`src/rtl/obg_frame_seq.sv`:
```
// Frame sequencer for the original-bits generator: signal field, then payload, then done.
// Optional stall timeout is compiled in with OBG_SEQ_TIMEOUT_EN.
module obg_frame_seq #(
    parameter int SIG_BITS  = 24,
    parameter int TO_CYCLES = 1023
) (
    input  logic        clk,
    input  logic        rst,
    input  logic        req_vld,
    input  logic [15:0] req_len,
    input  logic [3:0]  req_type,
    output logic        req_rdy,
    output logic [15:0] ssg_di_len,
    output logic [3:0]  ssg_di_type,
    output logic        ssg_di_vld,
    input  logic        ssg_do_vld,
    output logic        new_frame,
    input  logic        pld_do_vld,
    output logic [1:0]  sel,
    output logic        frame_done,
    output logic        err
);

    localparam logic [2:0] IDLE      = 3'd0;
    localparam logic [2:0] SIG_START = 3'd1;
    localparam logic [2:0] SIG_RUN   = 3'd2;
    localparam logic [2:0] PLD_START = 3'd3;
    localparam logic [2:0] PLD_RUN   = 3'd4;
    localparam logic [2:0] DONE      = 3'd5;

    logic [2:0]  state, nxt;
    logic [19:0] cnt, target;
    logic        sig_last, pld_last, timeout;

    assign sig_last = ssg_do_vld && (cnt == 20'(SIG_BITS - 1));
    assign pld_last = pld_do_vld && (cnt == target - 20'd1);

`ifdef OBG_SEQ_TIMEOUT_EN
    localparam int SW = $clog2(TO_CYCLES + 1);
    logic [SW-1:0] stall;
    logic          idle_cyc;

    // Consecutive cycles in a run state without the valid we are waiting for.
    assign idle_cyc = ((state == SIG_RUN) && !ssg_do_vld) || ((state == PLD_RUN) && !pld_do_vld);
    assign timeout  = idle_cyc && (stall == SW'(TO_CYCLES - 1));

    always_ff @(posedge clk or posedge rst) begin
        if (rst)
            stall <= '0;
        else if (idle_cyc && !timeout)
            stall <= stall + 1'b1;
        else
            stall <= '0;
    end
`else
    assign timeout = 1'b0;
`endif

    always_comb begin
        nxt = state;
        case (state)
            IDLE:      if (req_vld) nxt = SIG_START;
            SIG_START: nxt = SIG_RUN;
            SIG_RUN:   if (sig_last) nxt = PLD_START; else if (timeout) nxt = IDLE;
            PLD_START: nxt = PLD_RUN;
            PLD_RUN:   if (pld_last) nxt = DONE; else if (timeout) nxt = IDLE;
            DONE:      nxt = IDLE;
            default:   nxt = IDLE;
        endcase
    end

    // Outputs are decoded from the next state so every one of them leaves a flop.
    always_ff @(posedge clk or posedge rst) begin
        if (rst) begin
            state       <= IDLE;
            cnt         <= '0;
            target      <= '0;
            ssg_di_len  <= '0;
            ssg_di_type <= '0;
            req_rdy     <= 1'b1;
            ssg_di_vld  <= 1'b0;
            new_frame   <= 1'b0;
            frame_done  <= 1'b0;
            err         <= 1'b0;
            sel         <= 2'd0;
        end else begin
            state      <= nxt;
            req_rdy    <= (nxt == IDLE);
            ssg_di_vld <= (nxt == SIG_START);
            new_frame  <= (nxt == PLD_START);
            frame_done <= (nxt == DONE);
            err        <= timeout;
            if (nxt == SIG_START || nxt == SIG_RUN)
                sel <= 2'd1;
            else if (nxt == PLD_START || nxt == PLD_RUN)
                sel <= 2'd2;
            else
                sel <= 2'd0;

            if (state == IDLE && req_vld) begin
                ssg_di_len  <= req_len;
                ssg_di_type <= req_type;
            end

            case (state)
                SIG_RUN: if (ssg_do_vld) cnt <= cnt + 20'd1;
                PLD_RUN: if (pld_do_vld) cnt <= cnt + 20'd1;
                default: cnt <= '0;
            endcase

            // 16 service + 8*len data + 6 tail bits; fits 20 bits for any len.
            if (state == PLD_START)
                target <= {1'b0, ssg_di_len, 3'b000} + 20'd22;
        end
    end

endmodule

```
`config.mk`:
```
export PLATFORM = sky130hd
export DESIGN_NAME = obg_frame_seq
export DESIGN_NICKNAME = d
export VERILOG_FILES = /design/src/rtl/obg_frame_seq.sv
export SDC_FILE = /design/constraint.sdc
export NUM_CORES = 1
export LEC_CHECK = 0
export BUFFER_PORTS_ARGS = -buffer_cell sky130_fd_sc_hd__buf_2
export CORE_ASPECT_RATIO = 0.6
export CORE_UTILIZATION = 55
export CTS_CLUSTER_DIAMETER = 200
export DETAILED_ROUTE_END_ITERATION = 16
export GPL_TIMING_DRIVEN = 0
export PLACE_DENSITY = 0.8
export RECOVER_POWER = 25
export SETUP_SLACK_MARGIN = 0.2
export SLEW_MARGIN = 20
export SYNTH_ARGS = -nofsm -noshare
export SYNTH_HDL_FRONTEND = slang
export SYNTH_SLANG_ARGS = --single-unit
export TNS_END_PERCENT = 100
```
`constraint.sdc`:
```
create_clock -name clk -period 7.7 [get_ports clk]
set_input_delay 1.54 -clock clk [delete_from_list [all_inputs] [get_ports clk]]
set_output_delay 1.54 -clock clk [all_outputs]
set_load 0.05 [all_outputs]
```
## Yosys cells after proc, flatten, opt, wreduce, memory -nomap -nowiden

Cells that the tools add are included.

| storage, ports and cells | value |
|---|---|
| flip-flop bits (word level) | 69 |
| input bits | 25 |
| output and inout bits | 27 |
| word-level logic and storage cells | 43 |

| cells by class | value |
|---|---|
| add/subtract/negate cells | 3 |
| eq/ne operators | 13 |
| multiplexer cells | 9 |
| reduce and logical (&&, ||, !) cells | 8 |

Operators with widths:

| operator | count |
|---|---|
| $mux 20 | 2 |
| $pmux 20 s2 | 1 |
| $add 19x5->20 const B | 1 |
| $add 20x1->20 const B | 1 |
| $eq 20x20->1 | 1 |
| $eq 20x5->1 const B | 1 |
| $sub 20x1->20 const B | 1 |
| $pmux 3 s5 | 1 |
| $eq 3x2->1 const B | 4 |
| $eq 3x3->1 const B | 3 |
| $mux 3 | 3 |
| $eq 3x1->1 const B | 2 |
| $logic_not 3->1 | 2 |
| $mux 2 | 2 |
| $ne 2x2->1 const B | 2 |
| $logic_and 1x1->1 | 3 |
| $logic_or 1x1->1 | 2 |
| $reduce_and 2->1 | 1 |

## Logic depth before layout (Yosys ltp)

Gate-level depths: netlist of run 1.

| depth | value |
|---|---|
| depth in word-level cells | 9 |
| depth in mapped cells | 11 |
| mapped depth without buffers | 10 |

## Worst setup path after synthesis of run 1

Ideal clock, no wire load.

| timing | value |
|---|---|
| path type | input -> register |
| start | in req_vld |
| end | reg ssg_di_len[10] |
| setup time | 0.125 ns |
| arrival time | 3.011 ns |
| required time | 7.575 ns |
| slack | 4.564 ns |
| stages | 3 |
| buffers on the path | 1 |
| cell sequence | nor4b_1 > clkbuf_1 > mux2_2 |

| on the way | value |
|---|---|
| longest elaborated chain between the ends | 1 |

RTL lines:

| item | RTL line | RTL |
|---|---|---|
| start: declaration | 9 | `input logic req_vld,` |
| $logic_and 1x1->1 | 100 | `if (state == IDLE && req_vld) begin` |
| end signal: assignment | 101 | `ssg_di_len <= req_len;` |
| end: declaration | 13 | `output logic [15:0] ssg_di_len,` |

No other way between the ends.
A chain may end at the register's enable or synchronous reset.

==> results of run 1 <==
-- where the power goes --
part | switching [mW] | internal [mW] | total (mW)
sequential | 0.114 | 0.466 | 0.580
clock | 0.142 | 0.216 | 0.358
combinational | 0.499 | 0.267 | 0.767
-- routing by layer --
metal | up-vias | track usage [%] | wire length, um
met4 | 0 | 8.681 | 133
li1 | 1372 | - | -
met2 | 92 | 36.85 | 3343
met1 | 1366 | 38.07 | 3868
met3 | 16 | 7.449 | 537
met5 | - | 0 | 0
-- logic make-up (layout without fill, tap and decap cells) --
family / after synthesis / in the layout / synth area share [%]
xor+xnor: 50 / 50 / 12.32
flops: 67 / 67 / 47.19
compound gates: 39 / 39 / 6.545
mux: 24 / 24 / 7.600
buf+inv: 24 / 92 / 2.885
simple gates: 151 / 151 / 22.31
other cells: 1 / 1 / 0.1055
fa+ha+maj: 3 / 3 / 1.056
-- cell type report --
| class | instances | share of cell area (%) |
|---|---|---|
| clock inverter | 6 | 2.760 |
| multi-input combinational | 268 | 42.72 |
| buffer | 15 | 1.650 |
| clock buffer | 10 | 3.060 |
| sequential | 67 | 40.23 |
| tap | 84 | 2.520 |
| timing repair buffer | 52 | 6.211 |
| inverter | 9 | 0.8401 |
-- cell usage in the layout (no fill, tap or decap), types with 3 or more instances in the layout --
| master | n |
|---|---|
| dfrtp_1 | 66 |
| nand2b_1 | 4 |
| or4_1 | 3 |
| clkbuf_1 | 13 |
| nand2_1 | 36 |
| nand3_1 | 17 |
| nand4_1 | 10 |
| o21ai_0 | 21 |
| clkbuf_8 | 9 |
| buf_2 | 52 |
| nor3_1 | 8 |
| or3_1 | 7 |
| xnor2_1 | 28 |
| inv_1 | 7 |
| a21oi_1 | 6 |
| and3_1 | 6 |
| bufinv_16 | 3 |
| ha_1 | 3 |
| xor2_1 | 22 |
| nor2_1 | 34 |
| nor3b_1 | 5 |
| mux2_2 | 24 |
| nor4_1 | 5 |
-- registers in the layout, summed over array words and instances, names as in the netlist --
| signal | count |
|---|---|
| cnt | 20 |
| frame_done | 1 |
| new_frame | 1 |
| req_rdy | 1 |
| sel | 2 |
| ssg_di_len | 16 |
| ssg_di_type | 4 |
| ssg_di_vld | 1 |
| state | 3 |
| target | 18 |
-- Yosys cell counts (7+ instances only) --
master / number / area [um2]
clkbuf_1: 11 / 41.29
dfrtp_1: 66 / 1652
inv_1: 8 / 30.03
mux2_2: 24 / 270.3
nand2_1: 36 / 135.1
nand3_1: 17 / 85.08
nand4_1: 10 / 62.56
nor2_1: 34 / 127.6
nor3_1: 8 / 40.04
o21ai_0: 21 / 105.1
or3_1: 7 / 43.79
xnor2_1: 28 / 245.2
xor2_1: 22 / 192.7
-- how the worst max path moves through the flow --
stage	from	to	slack [ns]	depth (start not counted)
after global placement	rst	cnt[16]$_DFFE_PP0P_	3.71	2
after floorplan	rst	cnt[0]$_DFFE_PP0P_	4.48	1
after detailed placement	ssg_do_vld	cnt[17]$_DFFE_PP0P_	4.22	8
final	rst	cnt[6]$_DFFE_PP0P_	3.54	3
after CTS	ssg_do_vld	cnt[17]$_DFFE_PP0P_	4.58	8
after global routing	rst	cnt[12]$_DFFE_PP0P_	2.81	3
-- metrics by stage --
stage / worst slack, ns / cell area [um2] / cells / power (mW) / util (%)
6_report: 3.542 / 4170 / 511 / 1.705 / 67.63
5_1_grt: 2.811 / 4170 / 511 / 1.811 / 67.63
4_1_cts: 4.576 / 4195 / 511 / 1.709 / 68.04
3_5_place_dp: 4.216 / 3953 / 495 / 1.349 / 64.10
3_3_place_gp: 3.714 / 3911 / 493 / 1.319 / 63.43
2_1_floorplan: 4.479 / 3556 / 359 / 1.168 / -
-- worst max-delay path, delay by kind of cell --
family | cells | cell delay, ns
buffers and inverters | 3 | 2.48
==> results.toml, run 1 <==
[final_layout]
multi_input_area_um2 = 1782
antenna_cells = 0
final_nets = 450
area_growth_pct = 17.28
regArea_um2 = 1678
drive_gt1_share_pct = 24.12
fillers = 479

[setup_path]
critPathLaunchType = "input port"
r2r_slack_ns = 4.71
r2r-end = "sel[1]$_DFF_PP0_"
crit_chain = "buf_2 -> clkinvlp_2 -> clkbuf_1"
r2r.worst_path.cells = 10
worstSetupPathType = "in -> async"
r2r-start = "target[2]$_DFFE_PP0N_"
cp_max_fo = 50
worst_setup_path_end_kind = "async pin"
cpMaxStageDelayCell = "clkbuf_1"
cpPeakStageDelay_ns = 1.92
crit_arrival_ns = 4.06
cp_data_required_time_ns = 7.60

[clock_tree]
cts.clk_slew.worst_paths_ns = 0.07
cts_buffers = 9
ctsResizeCount = 0
worstSkewPairLatency_ns = 0.36
h-tree-depth = 3
cts-root-buf = "clkbuf_8"
hold_buffers = 0
clockBufferDepth = 2
cts_setup_buffers = 0
cts_tree = "yes"
cts.sinks = 67

[global_route]
overflow = 0
grt_pass1_wl_um = 13410
grt_use_total_pct = 26.00
grt_start_max_net_pins = 51
antenna_found_initial = 0
grt_pass1_vias = 2737

[timing]
setup_viol = 0
slew-limit-headroom_pct = -75.55
whs_ns = 0.5094
worst_pin_slew_ns = 2.633
max_freq_mhz = 240.5
hold_viol_final = 0
tns_ns = 0
fin_crit_ns = 4.158
period_share_pct = 54.00
slew_viol_final = 51
finClkSkew_ns = 0.01500
rsz0062_at_grt = "no"

[logic_synthesis]
synthesis.nets = 387
synth_ff_type = "dfrtp_1"
netlist-cell-type-count = 48
synth-seq-cells = 67
synthCells = 359
async_flop_share_pct = 100.0
yosysWarnings = 0
yosysSeqAreaShare_pct = 47.19
netlist_area_um2 = 3556
synth_edf_count = 0
synth.avg_cell_area_um2 = 9.905

[die]
start_util_pct = 57.67
die_area_um2 = 6802
fp.dieH_um = 64.29
num_rows = 22
num_io_pins = 52
core_um2 = 6166
die_x_um = 105.8

[route]
drt-initial-drc-count = 222
wire_per_inst_um = 15.42
vias_per_cell = 5.569
dr.pass1.iters = 4
antenna_violating_nets_post_route = 0
drt_wl_total_um = 7881
drcViolationCount = 0
vias = 2846

[power]
p_per_area_nw_per_um2 = 408.9
leakagePower_nw = 1.804
peakVddDrop_mv = 0.3019

[hold_path]
holdPathEnd = "ssg_di_type[2]$_DFFE_PP0P_"
hold_depth = 1
hp-class = "reg -> reg"
hp-start = "ssg_di_type[2]$_DFFE_PP0P_"

[outcome]
violations = "capacitance limit, slew limit"
status = "finished, violations left"

[job]
drv_cap = 1

[placement]
port_buffers = 50
place_congestion = 0.8678
hpwl_um = 5786
Note: power is estimated with default switching activity, not from simulation.
==> run 2, diff against run 1 <==
- ABC_AREA: not set -> 1
- CORE_UTILIZATION: 55 -> 53
- clock period: 7.7 -> 3.5 ns (I/O delays scaled with it)
==> run 2 against run 1 <==
  * The run now ends clean
  * First-iteration DRC count increased by 23%
  * Critical path type is now reg -> reg
  * Clock skew decreased by 0.0081 ns
  * Sequential cell count stayed put
==> results.toml, run 2 <==
[logic_synthesis]
synth_ff_type = "dfrtp_1"
yosysWarnings = 0
yosysSeqAreaShare_pct = 41.59
synth_area_leader_cell = "dfrtp_1"
synth.avg_cell_area_um2 = 7.402
yosys-top-cells-count = "nand2_1, dfrtp_1, inv_1, nor2_1, nand3_1"
yosysMostFrequentCell = "nand2_1"
synth_top_cell_area_share_pct = 40.94
async_flop_share_pct = 100.0
synthTopCellsByArea = "dfrtp_1, nand2_1, nand3_1"
synthCells = 545
synthesis.nets = 573
synth_edf_count = 0
netlist-cell-type-count = 41
netlist_area_um2 = 4034
synth-seq-cells = 67

[setup_path]
cpMaxStageDelayCell = "dfrtp_1"
critPathBufInv = 1
cpPeakStageDelay_ns = 0.46
r2r.worst_path.cells = 12
r2r_slack_ns = 1.18
crit_chain = "inv_2 -> ha_1 -> nand2_4 -> nor2_4 -> nand2_1 -> nor2_2 -> xor2_1 -> nand2_1 -> nor2_1 -> nand2_2 -> nand3_1 -> nand2_1"
cp_max_fo = 6
r2r-start = "target[2]$_DFFE_PP0N_"
crit_cells = 12
r2r-end = "sel[0]$_DFF_PP0_"
crit_arrival_ns = 2.53
critical_path.top_delay_family = "simple AND/OR/NAND/NOR gates"
worstSetupPathType = "reg -> reg"
worst_setup_path_end_kind = "flip-flop"
critPathCapture = "sel[0]$_DFF_PP0_"
cp_data_required_time_ns = 3.72
crit_path_start = "target[2]$_DFFE_PP0N_"
critPathLaunchType = "flip-flop"
cp_common_cell = "nand2_1"

[final_layout]
largest_register_ff_count = 20
regMostFlops = "cnt"
antenna_cells = 0
layout_commonest_cell = "nand2_1"
largestRegisters = "cnt: 20 flops, target: 18 flops, ssg_di_len: 16 flops"
final_nets = 635
drive_gt1_share_pct = 16.83
layout_common_cells = "nand2_1, dfrtp_1, inv_1"
area_growth_pct = 16.72

[die]
core_um2 = 7327
num_io_pins = 52
fp.dieH_um = 69.58
num_rows = 24
die_area_um2 = 7975
start_util_pct = 55.05
die_x_um = 114.6

[clock_tree]
cts.sinks = 67
worstSkewPairLatency_ns = 0.34
h-tree-depth = 3
cts_tree = "yes"
ctsResizeCount = 0
cts_buffers = 9
hold_buffers = 0
cts_setup_buffers = 0
cts-root-buf = "clkbuf_16"
cts.clk_slew.worst_paths_ns = 0.06
clockBufferDepth = 2

[timing]
whs_ns = 0.4767
setup_viol = 0
hold_viol_final = 0
rsz0062_at_grt = "no"
slew_viol_final = 0
period_share_pct = 66.23
fin_crit_ns = 2.318
slew-limit-headroom_pct = 23.76
tns_ns = 0
max_freq_mhz = 431.4
finClkSkew_ns = 0.006918
worst_pin_slew_ns = 1.144

[placement]
port_buffers = 50
hpwl_um = 8015
place_congestion = 0.9363

[power]
leakagePower_nw = 2.352
peakVddDrop_mv = 0.7642
p_per_area_nw_per_um2 = 871.2

[global_route]
grt_use_total_pct = 29.05
grt_pass1_wl_um = 17570
grt_pass1_vias = 3586
overflow = 0
grt_start_max_net_pins = 47
antenna_found_initial = 0

[route]
vias = 3807
vias_per_cell = 5.317
drt-initial-drc-count = 274
wire_per_inst_um = 14.49
dr.pass1.iters = 5
antenna_violating_nets_post_route = 0
drt_wl_total_um = 10370
drcViolationCount = 0

[hold_path]
hp-class = "reg -> reg"

[job]
drv_cap = 0

[outcome]
status = "completed"
==> run 2: cell count changes after synthesis, sizes merged, moves of 6 or more <==
cell,before,now
mux2,24,0
a21oi,6,12
nor3,10,17
or3,8,0
nand3,17,52
o21ai,21,31
nand2,36,166
inv,9,62
nor2,34,64
xnor2,28,6
==> run 2: cell families (layout without fill, tap and decap cells) <==
logic type	Yosys count	count (layout)	synth area share [%]
xor gates and xnor gates	29	29	6.483
and+or+nand+nor	317	317	36.20
AOI/OAI and AO/OA	54	54	7.692
DFF	67	67	41.59
buffers and inverters	74	141	7.010
adders and majority gates	3	3	0.9306
other	1	1	0.09296
==> run 2: worst min path at each step <==
stage / end / depth (start not counted) / startpoint
after floorplan: target[19]$_DFFE_PP0N_ / 2 / target[19]$_DFFE_PP0N_
after global placement: ssg_di_type[3]$_DFFE_PP0P_ / 2 / ssg_di_type[3]$_DFFE_PP0P_
after detailed placement: ssg_di_type[3]$_DFFE_PP0P_ / 2 / ssg_di_type[3]$_DFFE_PP0P_
after CTS: target[17]$_DFFE_PP0N_ / 2 / rst
after global routing: ssg_di_type[1]$_DFFE_PP0P_ / 2 / ssg_di_type[1]$_DFFE_PP0P_
final: ssg_di_type[2]$_DFFE_PP0P_ / 2 / ssg_di_type[2]$_DFFE_PP0P_
==> run 2: where the power goes <==
part	total, mW	internal (mW)	switching, mW
Clock	0.890	0.552	0.338
Combinational	1.93	0.526	1.40
Sequential	1.29	1.02	0.267
==> run 2: cell type report <==
class	count	area [um2]
repair buffers	51	255.2
clock inverters	4	51.30
plain buffers	11	46.29
fillers	671	2619
multi-input cells	404	2073
clock buffers	12	236.5
well taps	104	130.1
flip-flops and latches	67	1678
inverters	63	237.7
==> run 2: layer usage <==
layer | global-route usage [%] | part of all wire [%] | vias up | routed length (um)
li1 | - | - | 1865 | -
met1 | 44.45 | 50 | 1809 | 5226
met2 | 41.08 | 41 | 123 | 4301
met3 | 8.304 | 7.4 | 10 | 764
met4 | 4.762 | 0.79 | 0 | 82
met5 | 0 | 0 | - | 0
==> run 2: worst register-to-register path, cell delays in order (launching register included) <==
cell and delay [ns]:
dfrtp_1 0.46, inv_2 0.16, ha_1 0.28, nand2_4 0.11
nor2_4 0.16, nand2_1 0.14, nor2_2 0.11, xor2_1 0.25
nand2_1 0.09, nor2_1 0.18, nand2_2 0.13, nand3_1 0.08
nand2_1 0.05
==> run 2: through the flow <==
stage	power, mW	instances	worst slack, ns	cell area [um2]	utilization, %
finish	4.102	716	1.182	4708	64.26
floorplan	2.706	545	1.119	4034	-
global route	4.370	716	0.9828	4708	64.26
CTS	4.100	716	1.234	4732	64.58
detailed placement	3.191	700	1.248	4444	60.66
global placement	3.125	699	0.2769	4414	60.25
==> run 3, diff against run 2 <==
- clock period: 3.5 -> 1.85 ns (I/O delays scaled with it)
==> run 3 against run 2 <==
  * The run now ends with setup timing left
  * First-iteration DRC count up 38%
  * Maximum frequency grew 16%
  * Clock skew down 0.0019 ns
  * Largest power group unchanged
==> results.toml, run 3 (synthesized netlist as in run 2, its figures left out) <==
[outcome]
status = "finished, violations left"
violations = "setup timing"

[route]
antenna_violating_nets_post_route = 0
wire_per_inst_um = 16.09
vias_per_cell = 5.486
drt_wl_total_um = 12120
vias = 4131
dr.pass1.iters = 6
drt-initial-drc-count = 379
drcViolationCount = 0

[setup_path]
crit_chain = "nor2_1 -> nand2_2 -> inv_1 -> nand4_1 -> xor2_1 -> nand3_2 -> nor2_2 -> nand2_2 -> nand3_2 -> nand2_1"
cpPeakStageDelay_ns = 0.46
worstSetupPathType = "reg -> reg"
crit_arrival_ns = 2.22
critPathLaunchType = "flip-flop"
cp_data_required_time_ns = 2.06
cp_max_fo = 4
worst_setup_path_end_kind = "flip-flop"
cpMaxStageDelayCell = "dfrtp_1"

[global_route]
grt_start_max_net_pins = 27
antenna_found_initial = 0
grt_use_total_pct = 31.48
overflow = 0
grt_pass1_vias = 3777
grt_pass1_wl_um = 18900

[clock_tree]
worstSkewPairLatency_ns = 0.34
clockBufferDepth = 2
cts_buffers = 9
h-tree-depth = 3
cts-root-buf = "clkbuf_16"
cts_tree = "yes"
cts.sinks = 67
cts.clk_slew.worst_paths_ns = 0.06
hold_buffers = 0

[power]
peakVddDrop_mv = 1.359
leakagePower_nw = 2.696
p_per_area_nw_per_um2 = 1625
total_power_mw = 8.950

[die]
num_io_pins = 52
core_um2 = 7327
die_area_um2 = 7975
num_rows = 24
die_x_um = 114.6
fp.dieH_um = 69.58
start_util_pct = 55.05

[final_layout]
final_nets = 672
layout_common_cells = "nand2_1, dfrtp_1, buf_2"
regMostFlops = "cnt"
largest_register_ff_count = 20
drive_gt1_share_pct = 34.05
antenna_cells = 0
area_growth_pct = 36.57
largestRegisters = "cnt: 20 flops, target: 18 flops, ssg_di_len: 16 flops"
layout_commonest_cell = "nand2_1"
finalNonFillerCells = 753
fillers = 512

[timing]
rsz0062_at_grt = "yes"
period_share_pct = 108.5
setup_viol = 4
slew_viol_final = 0
slew-limit-headroom_pct = 22.95
tns_ns = -0.4141
whs_ns = 0.2245
finClkSkew_ns = 0.004977
hold_viol_final = 0
worst_pin_slew_ns = 1.149
fin_crit_ns = 2.007
worst_slack_ns = -0.1568
max_freq_mhz = 498.3

[placement]
port_buffers = 50
pre_cts_ws_ns = -0.2833
place_congestion = 0.9143
dp.cells = 701
hpwl_um = 7968

[hold_path]
hp-class = "in -> reg"

[job]
drv_cap = 0
==> run 3: layout make-up <==
cell class	count	area (um2)	area share, %
buffer	11	55.05	0.9993
clock buffer	12	256.5	4.656
clock inverter	4	73.82	1.340
inverter	63	242.7	4.406
multi-input combinational	405	2451	44.49
sequential	67	1693	30.73
tap	104	130.1	2.362
timing repair buffer	87	606.8	11.02
==> run 3: per-layer routing <==
metal	global-route usage (%)	part of all wire (%)
met1	47.25	45
met5	0	0
met3	7.168	9.2
met4	7.648	1.7
met2	45.99	44
==> run 3: timing repair <==
action,4_1_cts,5_1_grt
cloned,1,0
endpoints found under the setup margin,44,53
resized for setup,40,79
pin swaps,18,29
setup buffers,26,9
==> run 3: final timing paths <==
| kind | from | endpoint | slack, ns | depth (start not counted) |
|---|---|---|---|---|
| max | target[8]$_DFFE_PP0N_ | sel[0]$_DFF_PP0_ | -0.16 | 10 |
| min | req_len[9] | ssg_di_len[9]$_DFFE_PP0P_ | 0.22 | 3 |
| max reg2reg | target[8]$_DFFE_PP0N_ | sel[0]$_DFF_PP0_ | -0.16 | 10 |
| min reg2reg | ssg_di_type[0]$_DFFE_PP0P_ | ssg_di_type[0]$_DFFE_PP0P_ | 0.48 | 2 |
| max in group asynchronous | rst | cnt[3]$_DFFE_PP0P_ | 0.34 | 4 |
| min in group asynchronous | rst | ssg_di_len[12]$_DFFE_PP0P_ | 0.25 | 2 |
==> run 3: where the power goes <==
| part | internal (mW) | total (mW) | leakage [nW] | switching, mW |
|---|---|---|---|---|
| combinational | 1.43 | 4.49 | 1.68 | 3.06 |
| sequential | 1.95 | 2.56 | 0.854 | 0.613 |
| clock | 1.25 | 1.90 | 0.163 | 0.643 |
==> run 3: worst max-delay path: cells and delay by family, from the launching register on <==
kind / cells / cell delay [ns]
flops: 1 / 0.46
buf+inv: 1 / 0.12
simple gates: 8 / 1.02
xor+xnor: 1 / 0.27
==> run 3: through the flow <==
step | instance area [um2] | util [%]
4_1_cts | 5197 | 70.94
6_report | 5509 | 75.19
3_3_place_gp | 4479 | 61.13
2_1_floorplan | 4099 | -
3_5_place_dp | 4534 | 61.89
5_1_grt | 5509 | 75.19
